## config.mk

```make
export PLATFORM = sky130hd
export DESIGN_NAME = stopwatch_ctrl_flat
export DESIGN_NICKNAME = d
export VERILOG_FILES = /design/src/rtl/stopwatch_pkg.sv /design/src/rtl/stopwatch_ctrl_if.sv /design/src/rtl/bcd_mmss_counter.sv /design/src/rtl/stopwatch_ctrl.sv /design/src/flat_wrapper.sv
export SDC_FILE = /design/constraint.sdc
export NUM_CORES = 1
export LEC_CHECK = 0
export BUFFER_PORTS_ARGS = -buffer_cell sky130_fd_sc_hd__buf_2
export CORE_MARGIN = 4
export CORE_UTILIZATION = 43
export DETAILED_ROUTE_END_ITERATION = 16
export GPL_TIMING_DRIVEN = 0
export PLACE_DENSITY = 0.65
export SKIP_LAST_GASP = 1
export SYNTH_ARGS = -nofsm -noshare
export SYNTH_HDL_FRONTEND = slang
export SYNTH_HIERARCHICAL = 1
export SYNTH_SLANG_ARGS = --single-unit
```

## constraint.sdc

```tcl
create_clock -name clk -period 1.9 [get_ports clk]
set_clock_uncertainty 0.15 [all_clocks]
set_input_delay 0.285 -clock clk [delete_from_list [all_inputs] [get_ports clk]]
set_output_delay 0.285 -clock clk [all_outputs]
set_load 0.005 [all_outputs]
```

## src/rtl/stopwatch_pkg.sv

```systemverilog
// Shared types and constants for the stopwatch controller slice.
package stopwatch_pkg;

  typedef enum logic [1:0] {
    S_IDLE  = 2'd0,
    S_RUN   = 2'd1,
    S_LAP   = 2'd2,
    S_PAUSE = 2'd3
  } sw_state_e;

  localparam int unsigned BCD_DIGIT_W    = 4;
  localparam int unsigned MOD60_TENS_MAX = 5;
  localparam int unsigned PRESC_W        = 4;

  // Increment a two-digit BCD value modulo 60; MSB of the result is the carry out.
  function automatic logic [2*BCD_DIGIT_W:0] mod60_inc(input logic [2*BCD_DIGIT_W-1:0] v);
    logic [BCD_DIGIT_W-1:0] tens;
    logic [BCD_DIGIT_W-1:0] units;
    tens  = v[2*BCD_DIGIT_W-1:BCD_DIGIT_W];
    units = v[BCD_DIGIT_W-1:0];
    if (units != BCD_DIGIT_W'(9))
      mod60_inc = {1'b0, tens, units + BCD_DIGIT_W'(1)};
    else if (tens != BCD_DIGIT_W'(MOD60_TENS_MAX))
      mod60_inc = {1'b0, tens + BCD_DIGIT_W'(1), {BCD_DIGIT_W{1'b0}}};
    else
      mod60_inc = {1'b1, {(2*BCD_DIGIT_W){1'b0}}};
  endfunction

endpackage

```

## src/rtl/stopwatch_ctrl_if.sv

```systemverilog
// Button inputs and display/status outputs of the stopwatch controller.
interface stopwatch_ctrl_if;
  logic       btn_ss;
  logic       btn_lr;
  logic       running;
  logic       lap_active;
  logic       sec_tick;
  logic [7:0] disp_mm;
  logic [7:0] disp_ss;
  logic       overflow;

  modport master (
    output btn_ss, btn_lr,
    input  running, lap_active, sec_tick, disp_mm, disp_ss, overflow
  );

  modport slave (
    input  btn_ss, btn_lr,
    output running, lap_active, sec_tick, disp_mm, disp_ss, overflow
  );
endinterface

```

## src/rtl/bcd_mmss_counter.sv

```systemverilog
// BCD mm:ss live-time counter, 00:00..59:59 with wrap indication.
module bcd_mmss_counter
  import stopwatch_pkg::*;
(
  input  logic       clk,
  input  logic       reset,
  input  logic       inc,
  input  logic       clr,
  output logic [7:0] mm,
  output logic [7:0] ss,
  output logic       wrap
);

  logic [7:0] mm_q, mm_d;
  logic [7:0] ss_q, ss_d;
  logic [8:0] ss_n;
  logic [8:0] mm_n;

  // Next time value: clear wins, otherwise seconds carry into minutes.
  always_comb begin
    ss_n = mod60_inc(ss_q);
    mm_n = mod60_inc(mm_q);
    ss_d = ss_q;
    mm_d = mm_q;
    wrap = 1'b0;
    if (clr) begin
      ss_d = '0;
      mm_d = '0;
    end else if (inc) begin
      ss_d = ss_n[7:0];
      if (ss_n[8]) begin
        mm_d = mm_n[7:0];
        wrap = mm_n[8];
      end
    end
  end

  // Time registers.
  always_ff @(posedge clk or negedge reset) begin
    if (!reset) begin
      ss_q <= '0;
      mm_q <= '0;
    end else begin
      ss_q <= ss_d;
      mm_q <= mm_d;
    end
  end

  assign mm = mm_q;
  assign ss = ss_q;

endmodule

```

## src/rtl/stopwatch_ctrl.sv

```systemverilog
// Stopwatch controller: run/pause/lap/clear sequencing, 1 Hz prescaler,
// lap latch, sticky overflow and display mux.
module stopwatch_ctrl
  import stopwatch_pkg::*;
#(
  parameter int unsigned TICKS_PER_SEC = 4
) (
  input  logic      clk,
  input  logic      reset,
  stopwatch_ctrl_if.slave sw
);

  localparam logic [PRESC_W-1:0] PRESC_MAX = PRESC_W'(TICKS_PER_SEC - 1);

  sw_state_e          state_q;
  logic               running_q;
  logic               lap_active_q;
  logic [PRESC_W-1:0] presc_q, presc_d;
  logic [7:0]         lap_mm_q, lap_ss_q;
  logic [7:0]         live_mm, live_ss;
  logic               ovf_q;
  logic               wrap;
  logic               tick;
  logic               go_lr;
  logic               capture;
  logic               clear;

  // btn_ss has priority: a simultaneous btn_lr is dropped.
  assign go_lr   = sw.btn_lr & ~sw.btn_ss;
  assign tick    = running_q && (presc_q == PRESC_MAX);
  assign capture = (state_q == S_RUN) && go_lr;
  assign clear   = (state_q == S_PAUSE) && go_lr;

  // Control FSM with registered running/lap_active flags.
  always_ff @(posedge clk or negedge reset) begin
    if (!reset) begin
      state_q      <= S_IDLE;
      running_q    <= 1'b0;
      lap_active_q <= 1'b0;
    end else begin
      case (state_q)
        S_IDLE: begin
          if (sw.btn_ss) begin
            state_q   <= S_RUN;
            running_q <= 1'b1;
          end
        end
        S_RUN: begin
          if (sw.btn_ss) begin
            state_q   <= S_PAUSE;
            running_q <= 1'b0;
          end else if (sw.btn_lr) begin
            state_q      <= S_LAP;
            lap_active_q <= 1'b1;
          end
        end
        S_LAP: begin
          if (sw.btn_ss) begin
            state_q      <= S_PAUSE;
            running_q    <= 1'b0;
            lap_active_q <= 1'b0;
          end else if (sw.btn_lr) begin
            state_q      <= S_RUN;
            lap_active_q <= 1'b0;
          end
        end
        S_PAUSE: begin
          if (sw.btn_ss) begin
            state_q   <= S_RUN;
            running_q <= 1'b1;
          end else if (sw.btn_lr) begin
            state_q <= S_IDLE;
          end
        end
        default: begin
          state_q      <= S_IDLE;
          running_q    <= 1'b0;
          lap_active_q <= 1'b0;
        end
      endcase
    end
  end

  // Prescaler advances only while counting; it holds otherwise to keep the sub-second phase.
  always_comb begin
    presc_d = presc_q;
    if (clear)
      presc_d = '0;
    else if (running_q)
      presc_d = tick ? '0 : presc_q + PRESC_W'(1);
  end

  // Prescaler, lap latch (pre-tick live value) and sticky overflow.
  always_ff @(posedge clk or negedge reset) begin
    if (!reset) begin
      presc_q  <= '0;
      lap_mm_q <= '0;
      lap_ss_q <= '0;
      ovf_q    <= 1'b0;
    end else begin
      presc_q <= presc_d;
      if (clear) begin
        lap_mm_q <= '0;
        lap_ss_q <= '0;
        ovf_q    <= 1'b0;
      end else begin
        if (capture) begin
          lap_mm_q <= live_mm;
          lap_ss_q <= live_ss;
        end
        if (wrap)
          ovf_q <= 1'b1;
      end
    end
  end

  bcd_mmss_counter u_time (
    .clk   (clk),
    .reset (reset),
    .inc   (tick),
    .clr   (clear),
    .mm    (live_mm),
    .ss    (live_ss),
    .wrap  (wrap)
  );

  assign sw.running    = running_q;
  assign sw.lap_active = lap_active_q;
  assign sw.sec_tick   = tick;
  assign sw.overflow   = ovf_q;
  assign sw.disp_mm    = lap_active_q ? lap_mm_q : live_mm;
  assign sw.disp_ss    = lap_active_q ? lap_ss_q : live_ss;

endmodule
```

## src/flat_wrapper.sv

```systemverilog
// flat-port wrapper written by rule: the top's interface ports become plain ports
module stopwatch_ctrl_flat import stopwatch_pkg::*;
#(
  parameter int unsigned TICKS_PER_SEC = 4
)
  (clk, reset, sw_btn_ss, sw_btn_lr, sw_running, sw_lap_active, sw_sec_tick, sw_disp_mm, sw_disp_ss, sw_overflow);
  stopwatch_ctrl_if sw_i ();
  input  logic clk;
  input  logic reset;
  input wire logic [$bits(sw_i.btn_ss)-1:0] sw_btn_ss;
  input wire logic [$bits(sw_i.btn_lr)-1:0] sw_btn_lr;
  output wire logic [$bits(sw_i.running)-1:0] sw_running;
  output wire logic [$bits(sw_i.lap_active)-1:0] sw_lap_active;
  output wire logic [$bits(sw_i.sec_tick)-1:0] sw_sec_tick;
  output wire logic [$bits(sw_i.disp_mm)-1:0] sw_disp_mm;
  output wire logic [$bits(sw_i.disp_ss)-1:0] sw_disp_ss;
  output wire logic [$bits(sw_i.overflow)-1:0] sw_overflow;
  assign sw_i.btn_ss = sw_btn_ss;
  assign sw_i.btn_lr = sw_btn_lr;
  assign sw_running = sw_i.running;
  assign sw_lap_active = sw_i.lap_active;
  assign sw_sec_tick = sw_i.sec_tick;
  assign sw_disp_mm = sw_i.disp_mm;
  assign sw_disp_ss = sw_i.disp_ss;
  assign sw_overflow = sw_i.overflow;
  stopwatch_ctrl #(.TICKS_PER_SEC(TICKS_PER_SEC)) u_core (.clk(clk), .reset(reset), .sw(sw_i));
endmodule
```

==> run metrics, run 1 <==
Num CTS Buffers 5; clk sinks just over 40; 1st-iter DRT viols 76; final WL about 5.2 mm; status finished with violations; IO Pins 24; largest family of logic cells by synthesized area simple AND/OR/NAND/NOR gates; Die ar. around 6700 sq um; GRT overflow 0; clock-pin slew on the worst setup and hold paths ~0.08 ns; number of diodes 0; WP buf/inv 1; area of the multi-input gates roughly 1300 sq um; Final Util 55.8%; Setup crit start kind register; post-synth cell types 50; minimum clock period a little over 2 ns; post-synthesis mux area share approximately 10%; setup slack after layout -0.174 ns; relative slew slack 37.4%; RSZ-0062 raised after global routing yes; synth warn 6; VDD IR max around 0.47 mV; H-Tree Depth 2; dpl cells about 310; Placement Cell Area 2550 sq um; WL/cell between 15 and 20 um; DIE WIDTH around 80 um; post-synthesis register bit count about 40; CP delay by family, top simple AND/OR/NAND/NOR gates; Finished Cell Area just under 3000 sq um; WS Path Type register to register; Setup Viol. Count Final 12; Avg Inst Size Synth ~11 sq um; Final TNS setup -1.31 ns; Final Hold Fails 20; antenna violation net count after detailed routing 0; worst hold path type input pin to async pin; Adder-Cell Fraction of Synth Area under 10%; routability cong. around 0.77; Critical Path RT roughly 1.9 ns; Core ar. 5200 sq um; vias in the first global route roughly 1800; failing checks negative hold slack, negative setup slack; sequential standard cell area around 1000 sq um; DRC violations left 0; data arrival time of the critical path around 2.1 ns; period utilisation layout 109%; vias 1825; Post-Layout Cell Count 332; Max clock buf depth 2; slowest stage delay, CP 0.44 ns; slowest CP cell or3_4; DR vias/cell 5.50; Final nets around 280; CTS Root Cell clkbuf_8; P&R area growth vs syn 24.1%; Synth Area in XOR/XNOR less than 1%; number of enable flip-flop cells after synthesis 0; pin count of the biggest net entering global routing 42; initial core utilization ~45%; hpwl dp between 3 and 4 mm; Compound-Gate Fraction of Synth Area ~15%; crit-path max FO 4; # rows 26; Chip Height 81.8 um; first-pass GRT wire length slightly below 9 mm; dpl ws -0.412 ns; Final Max Slew Viols 0; Slew @ Worst Pin ~0.94 ns; most frequent cells in the layout dfrtp_1, buf_2, buf_4, mux2_2, a22o_1; GRT Total Usage around 17%; LEAKAGE 0.00144 uW; fraction of the mapped netlist area in simple logic gates ~18%; nature of the critical path endpoint register; share of cells above drive strength 1 between 30% and 40%; CP cell instances ha_2 > and4bb_2 > buf_6 > nand4b_4 > or3_4 > mux2_4; FFs w/ async S/R, synth 100%; IO Port Bufs 23; most common cell after layout, fill and taps aside dfrtp_1; Cells after Synth 216; P per Cell Area roughly 1200 nW/um^2; CTS tree done; register area share after synthesis between 40% and 50%; maxcap violations 0; Post-Syn Area approximately 2300 sq um; hold slack -0.0122 ns; fill count between 400 and 500; Fmax 482 MHz; initial antenna violation count 0; Syn Nets between 200 and 250; Main synth FF type dfrtp_1; Detailed Routing Iterations Pass 1 4; worst skew pair latency about 0.29 ns
worst register-to-register path, stage by stage, from the launching register on:
cell and delay (ns):
dfrtp_1 0.36, ha_2 0.18, and4bb_2 0.26, buf_6 0.12, nand4b_4 0.13, or3_4 0.44, mux2_4 0.31
metal layers:
layer  vias up  global-route usage, %  part of all wire (%)
met2        26                   28.1                    48
met3         4                   3.84                   2.9
met1       913                   22.7                    48
met5         -                      0                     0
li1        882                      -                     -
met4         0                   3.99                  0.82
cells in the mapped netlist (2+ instances only):
| cell | number | share of area, % |
|---|---|---|
| nand4_1 | 2 | 0.53 |
| buf_2 | 4 | 0.86 |
| ha_1 | 14 | 7.5 |
| o32ai_1 | 2 | 0.75 |
| nor2b_1 | 2 | 0.53 |
| a21oi_1 | 15 | 3.2 |
| nor3_1 | 4 | 0.86 |
| and4b_1 | 2 | 0.86 |
| nor4_1 | 2 | 0.53 |
| nor2_1 | 13 | 2.1 |
| a22o_1 | 16 | 6.0 |
| nand2_1 | 10 | 1.6 |
| mux2i_1 | 2 | 0.86 |
| buf_6 | 2 | 0.96 |
| nand3b_1 | 4 | 1.3 |
| dfrtp_1 | 41 | 44 |
| inv_1 | 11 | 1.8 |
| mux2_2 | 17 | 8.2 |
| nand4b_1 | 2 | 0.75 |
| nand2b_1 | 5 | 1.3 |
| mux2_4 | 2 | 1.3 |
| o21ai_0 | 6 | 1.3 |
| clkbuf_1 | 4 | 0.64 |
| nand3_1 | 4 | 0.86 |
| or3_1 | 4 | 1.1 |
| and3b_1 | 2 | 0.75 |
area by class of cell:
cell class | instances | share of cell area (%)
tap | 70 | 3.01
buffer | 10 | 3.53
multi-input combinational | 152 | 44.8
inverter | 12 | 1.55
timing repair buffer | 41 | 9.17
clock inverter | 1 | 0.172
sequential | 41 | 35.4
clock buffer | 5 | 2.37
flip-flops by register name, indices dropped and copies added (netlist names):
register and cells:
u_core/lap_mm_q 8, u_core/sw.lap_active 1, u_core/presc_q 4, u_core/sw.overflow 1, u_core/u_time/mm 8, u_core/state_q 2
u_core/u_time/ss 8, u_core/sw.running 1, u_core/lap_ss_q 8
stage by stage:
step | total power [uW] | hold slack, ns
CTS | 3310 | 0.0187
global placement | 2610 | 0.324
global route | 3730 | 0.0655
detailed placement | 2650 | 0.335
floorplan | 2260 | -0.161
finish | 3470 | -0.0122
power by group:
| part | switching [uW] | total, uW | internal, uW |
|---|---|---|---|
| combinational | 722 | 1580 | 855 |
| sequential | 252 | 1370 | 1110 |
| clock | 286 | 528 | 242 |
| total | 1260 | 3470 | 2210 |
repair_timing:
item / in CTS / in global routing
pin swaps: 2 / 4
hold buffers: 0 / 0
gates resized for setup: 17 / 20
buffers inserted: 7 / 11
endpoints found under the setup margin: 36 / 38
final timing paths:
path                                                      from                          endpoint  slack, ns  depth (start not counted)
worst max-delay path             u_core/presc_q[0]$_DFFE_PN0P_   u_core/u_time/mm[5]$_DFFE_PN0P_      -0.17                          6
worst min-delay path                                     reset     u_core/presc_q[3]$_DFFE_PN0P_      -0.01                          1
worst max register to register   u_core/presc_q[0]$_DFFE_PN0P_   u_core/u_time/mm[5]$_DFFE_PN0P_      -0.17                          6
worst min register to register  u_core/sw.overflow$_DFFE_PN0P_    u_core/sw.overflow$_DFFE_PN0P_       0.35                          2
max in group asynchronous                                reset     u_core/state_q[0]$_DFFE_PN0P_       0.98                          1
min in group clk                                     sw_btn_lr  u_core/sw.lap_active$_DFFE_PN0P_       0.18                          3
cells by family after synthesis:
| logic type | after synthesis |
|---|---|
| simple gates | 64 |
| buf+inv | 23 |
| compound gates | 51 |
| mux | 21 |
| xor+xnor | 2 |
| fa+ha+maj | 14 |
| flops | 41 |
Note: power is estimated with default switching activity, not from simulation.
==> run 2: changes to the inputs <==
Settings changed: CORE_UTILIZATION 43 to 30, PLACE_DENSITY 0.65 to 0.49.
==> run metrics, run 2 (synthesized netlist as in run 1, its figures left out) <==
H-Tree Depth 2 (unchanged); IO Port Bufs 23 (unchanged); final WL 5.51 mm (was 5.23 mm); slowest stage delay, CP 0.45 ns (was 0.44 ns); 1st-iter DRT viols 58 (was 76); Core ar. 7410 sq um (was 5200 sq um); initial core utilization 31.6% (was 45.0%); met2 Use GR 19.5% (was 28.1%); crit-path max FO 5 (was 4); first-pass GRT wire length 8.91 mm (was 8.78 mm); Die ar. 9280 sq um (was 6690 sq um); hpwl dp 3.45 mm (was 3.31 mm); R2R cell count 6 (unchanged); CTS tree done (unchanged); RSZ-0062 raised after global routing yes (unchanged); worst r2r src u_core/presc_q[0]$_DFFE_PN0P_ (unchanged); maxcap violations 0 (unchanged); Detailed Routing Iterations Pass 1 4 (unchanged); Num CTS Buffers 5 (unchanged); sequential standard cell area 1030 sq um (about the same); setup slack after layout -0.161 ns (was -0.174 ns); GRT Total Usage 12.4% (was 17.0%); routing usage on met1 17.0% (was 22.7%); most frequent cells in the layout dfrtp_1, buf_2, a22o_1 (was dfrtp_1, buf_2, buf_4, mux2_2, a22o_1); FF-to-FF End u_core/u_time/mm[4]$_DFFE_PN0P_ (was u_core/u_time/mm[5]$_DFFE_PN0P_); GRT overflow 0 (unchanged); LEAKAGE 0.00145 uW (was 0.00144 uW); WL/cell 15.3 um (was 15.8 um); DR vias/cell 4.99 (was 5.50); share of cells above drive strength 1 37.8% (was 38.2%); # rows 31 (was 26); worst hold path type input pin to async pin (unchanged); hold slack -0.0470 ns (was -0.0122 ns); slowest CP cell or3_4 (unchanged); dpl cells 338 (was 309); failing checks negative hold slack, negative setup slack (unchanged); Final Max Slew Viols 0 (unchanged); met3 Track Usage GR 2.58% (was 3.84%); Final nets 279 (was 281); relative slew slack 36.3% (was 37.4%); worst skew pair latency 0.30 ns (was 0.29 ns); DRC violations left 0 (unchanged); clk sinks 41 (unchanged); most common cell after layout, fill and taps aside dfrtp_1 (unchanged); pin count of the biggest net entering global routing 42 (unchanged); Setup crit start kind register (unchanged); nature of the critical path endpoint register (unchanged); CTS Root Cell clkbuf_8 (unchanged); WS Path Type register to register (unchanged); VDD IR max 0.508 mV (was 0.474 mV); Max clock buf depth 2 (unchanged); data arrival time of the critical path 2.11 ns (was 2.09 ns); minimum clock period 2.06 ns (was 2.07 ns); Post-Layout Cell Count 361 (was 332); Setup Viol. Count Final 6 (was 12); number of diodes 0 (unchanged); antenna violation net count after detailed routing 0 (unchanged); clock-pin slew on the worst setup and hold paths 0.09 ns (was 0.08 ns); period utilisation layout 108% (was 109%); Critical Path RT 1.95 ns (was 1.92 ns); P per Cell Area 1220 nW/um^2 (was 1190 nW/um^2); Fmax 485 MHz (was 482 MHz); status finished with violations (unchanged); P&R area growth vs syn 26.9% (was 24.1%); GRT busiest layer met2 (unchanged); vias in the first global route 1797 (was 1795); DIE WIDTH 96.3 um (was 81.8 um); fill count 728 (was 460); area of the multi-input gates 1290 sq um (was 1300 sq um); Chip Height 96.3 um (was 81.8 um); CP cell instances ha_2 > and4bb_2 > buf_6 > nand4b_4 > or3_4 > mux2_4 (unchanged); IO Pins 24 (unchanged); R2R setup slack -0.16 ns (was -0.17 ns); Slew @ Worst Pin 0.956 ns (was 0.939 ns); Final Hold Fails 25 (was 20); vias 1803 (was 1825); routability cong. 0.747 (was 0.774); initial antenna violation count 0 (unchanged)
run 2: area by class of cell:
class	instances	area share, %
Clock inverter	1	0.295
Sequential cell	41	34.7
Timing Repair Buffer	39	9.06
Tap cell	99	4.17
Multi-Input combinational cell	152	43.6
Inverter	12	1.52
Buffer	10	3.45
Clock buffer	7	3.24
run 2: how the worst max path moves through the flow:
stage,to,start,slack (ns)
4_1_cts,u_core/u_time/mm[4]$_DFFE_PN0P_,u_core/presc_q[0]$_DFFE_PN0P_,-0.18
2_1_floorplan,u_core/u_time/mm[4]$_DFFE_PN0P_,u_core/presc_q[0]$_DFFE_PN0P_,-0.11
6_report,u_core/u_time/mm[4]$_DFFE_PN0P_,u_core/presc_q[0]$_DFFE_PN0P_,-0.16
3_5_place_dp,u_core/u_time/mm[0]$_DFFE_PN0P_,u_core/state_q[0]$_DFFE_PN0P_,-0.43
3_3_place_gp,u_core/u_time/ss[1]$_DFFE_PN0P_,u_core/state_q[0]$_DFFE_PN0P_,-0.42
5_1_grt,u_core/u_time/mm[4]$_DFFE_PN0P_,u_core/presc_q[0]$_DFFE_PN0P_,-0.22
run 2: report_power, final:
group          internal (uW)  total [uW]  switching (uW)  leakage (uW)
Combinational            880        1590             714      0.000854
Clock                    336         672             335     0.0000549
Sequential              1120        1370             256      0.000545
run 2: what timing repair did:
action | CTS | global route
hold buffers | 0 | 0
resized for setup | 18 | 20
setup buffers | 9 | 6
pin swaps | 3 | 8
endpoints found under the setup margin | 36 | 31
gates cloned | 0 | 1
run 2: through the flow:
step                      setup TNS [ns]  worst slack, ns  utilization [%]  area [sq um]  power [uW]
after floorplan                   -0.332           -0.111                -          2350        2260
after global placement             -8.14           -0.416             34.9          2590        2640
after detailed placement           -8.65           -0.429             34.9          2590        2650
after CTS                         -0.785           -0.179             38.1          2830        3540
after global routing               -1.52           -0.220             40.1          2970        3930
final                             -0.653           -0.161             40.1          2970        3640
run 2: routing by layer:
layer / up-vias / wire length (um)
met5: - / 0
met4: 0 / 60
met3: 5 / 182
met2: 24 / 2640
met1: 887 / 2630
li1: 887 / -
run 2: critical path: cells and delay by family, from the launching register on:
family,cells,cell delay [ns]
and+or+nand+nor,3,0.84
muxes,1,0.31
DFF,1,0.37
adders and majority gates,1,0.17
buffers and inverters,1,0.11
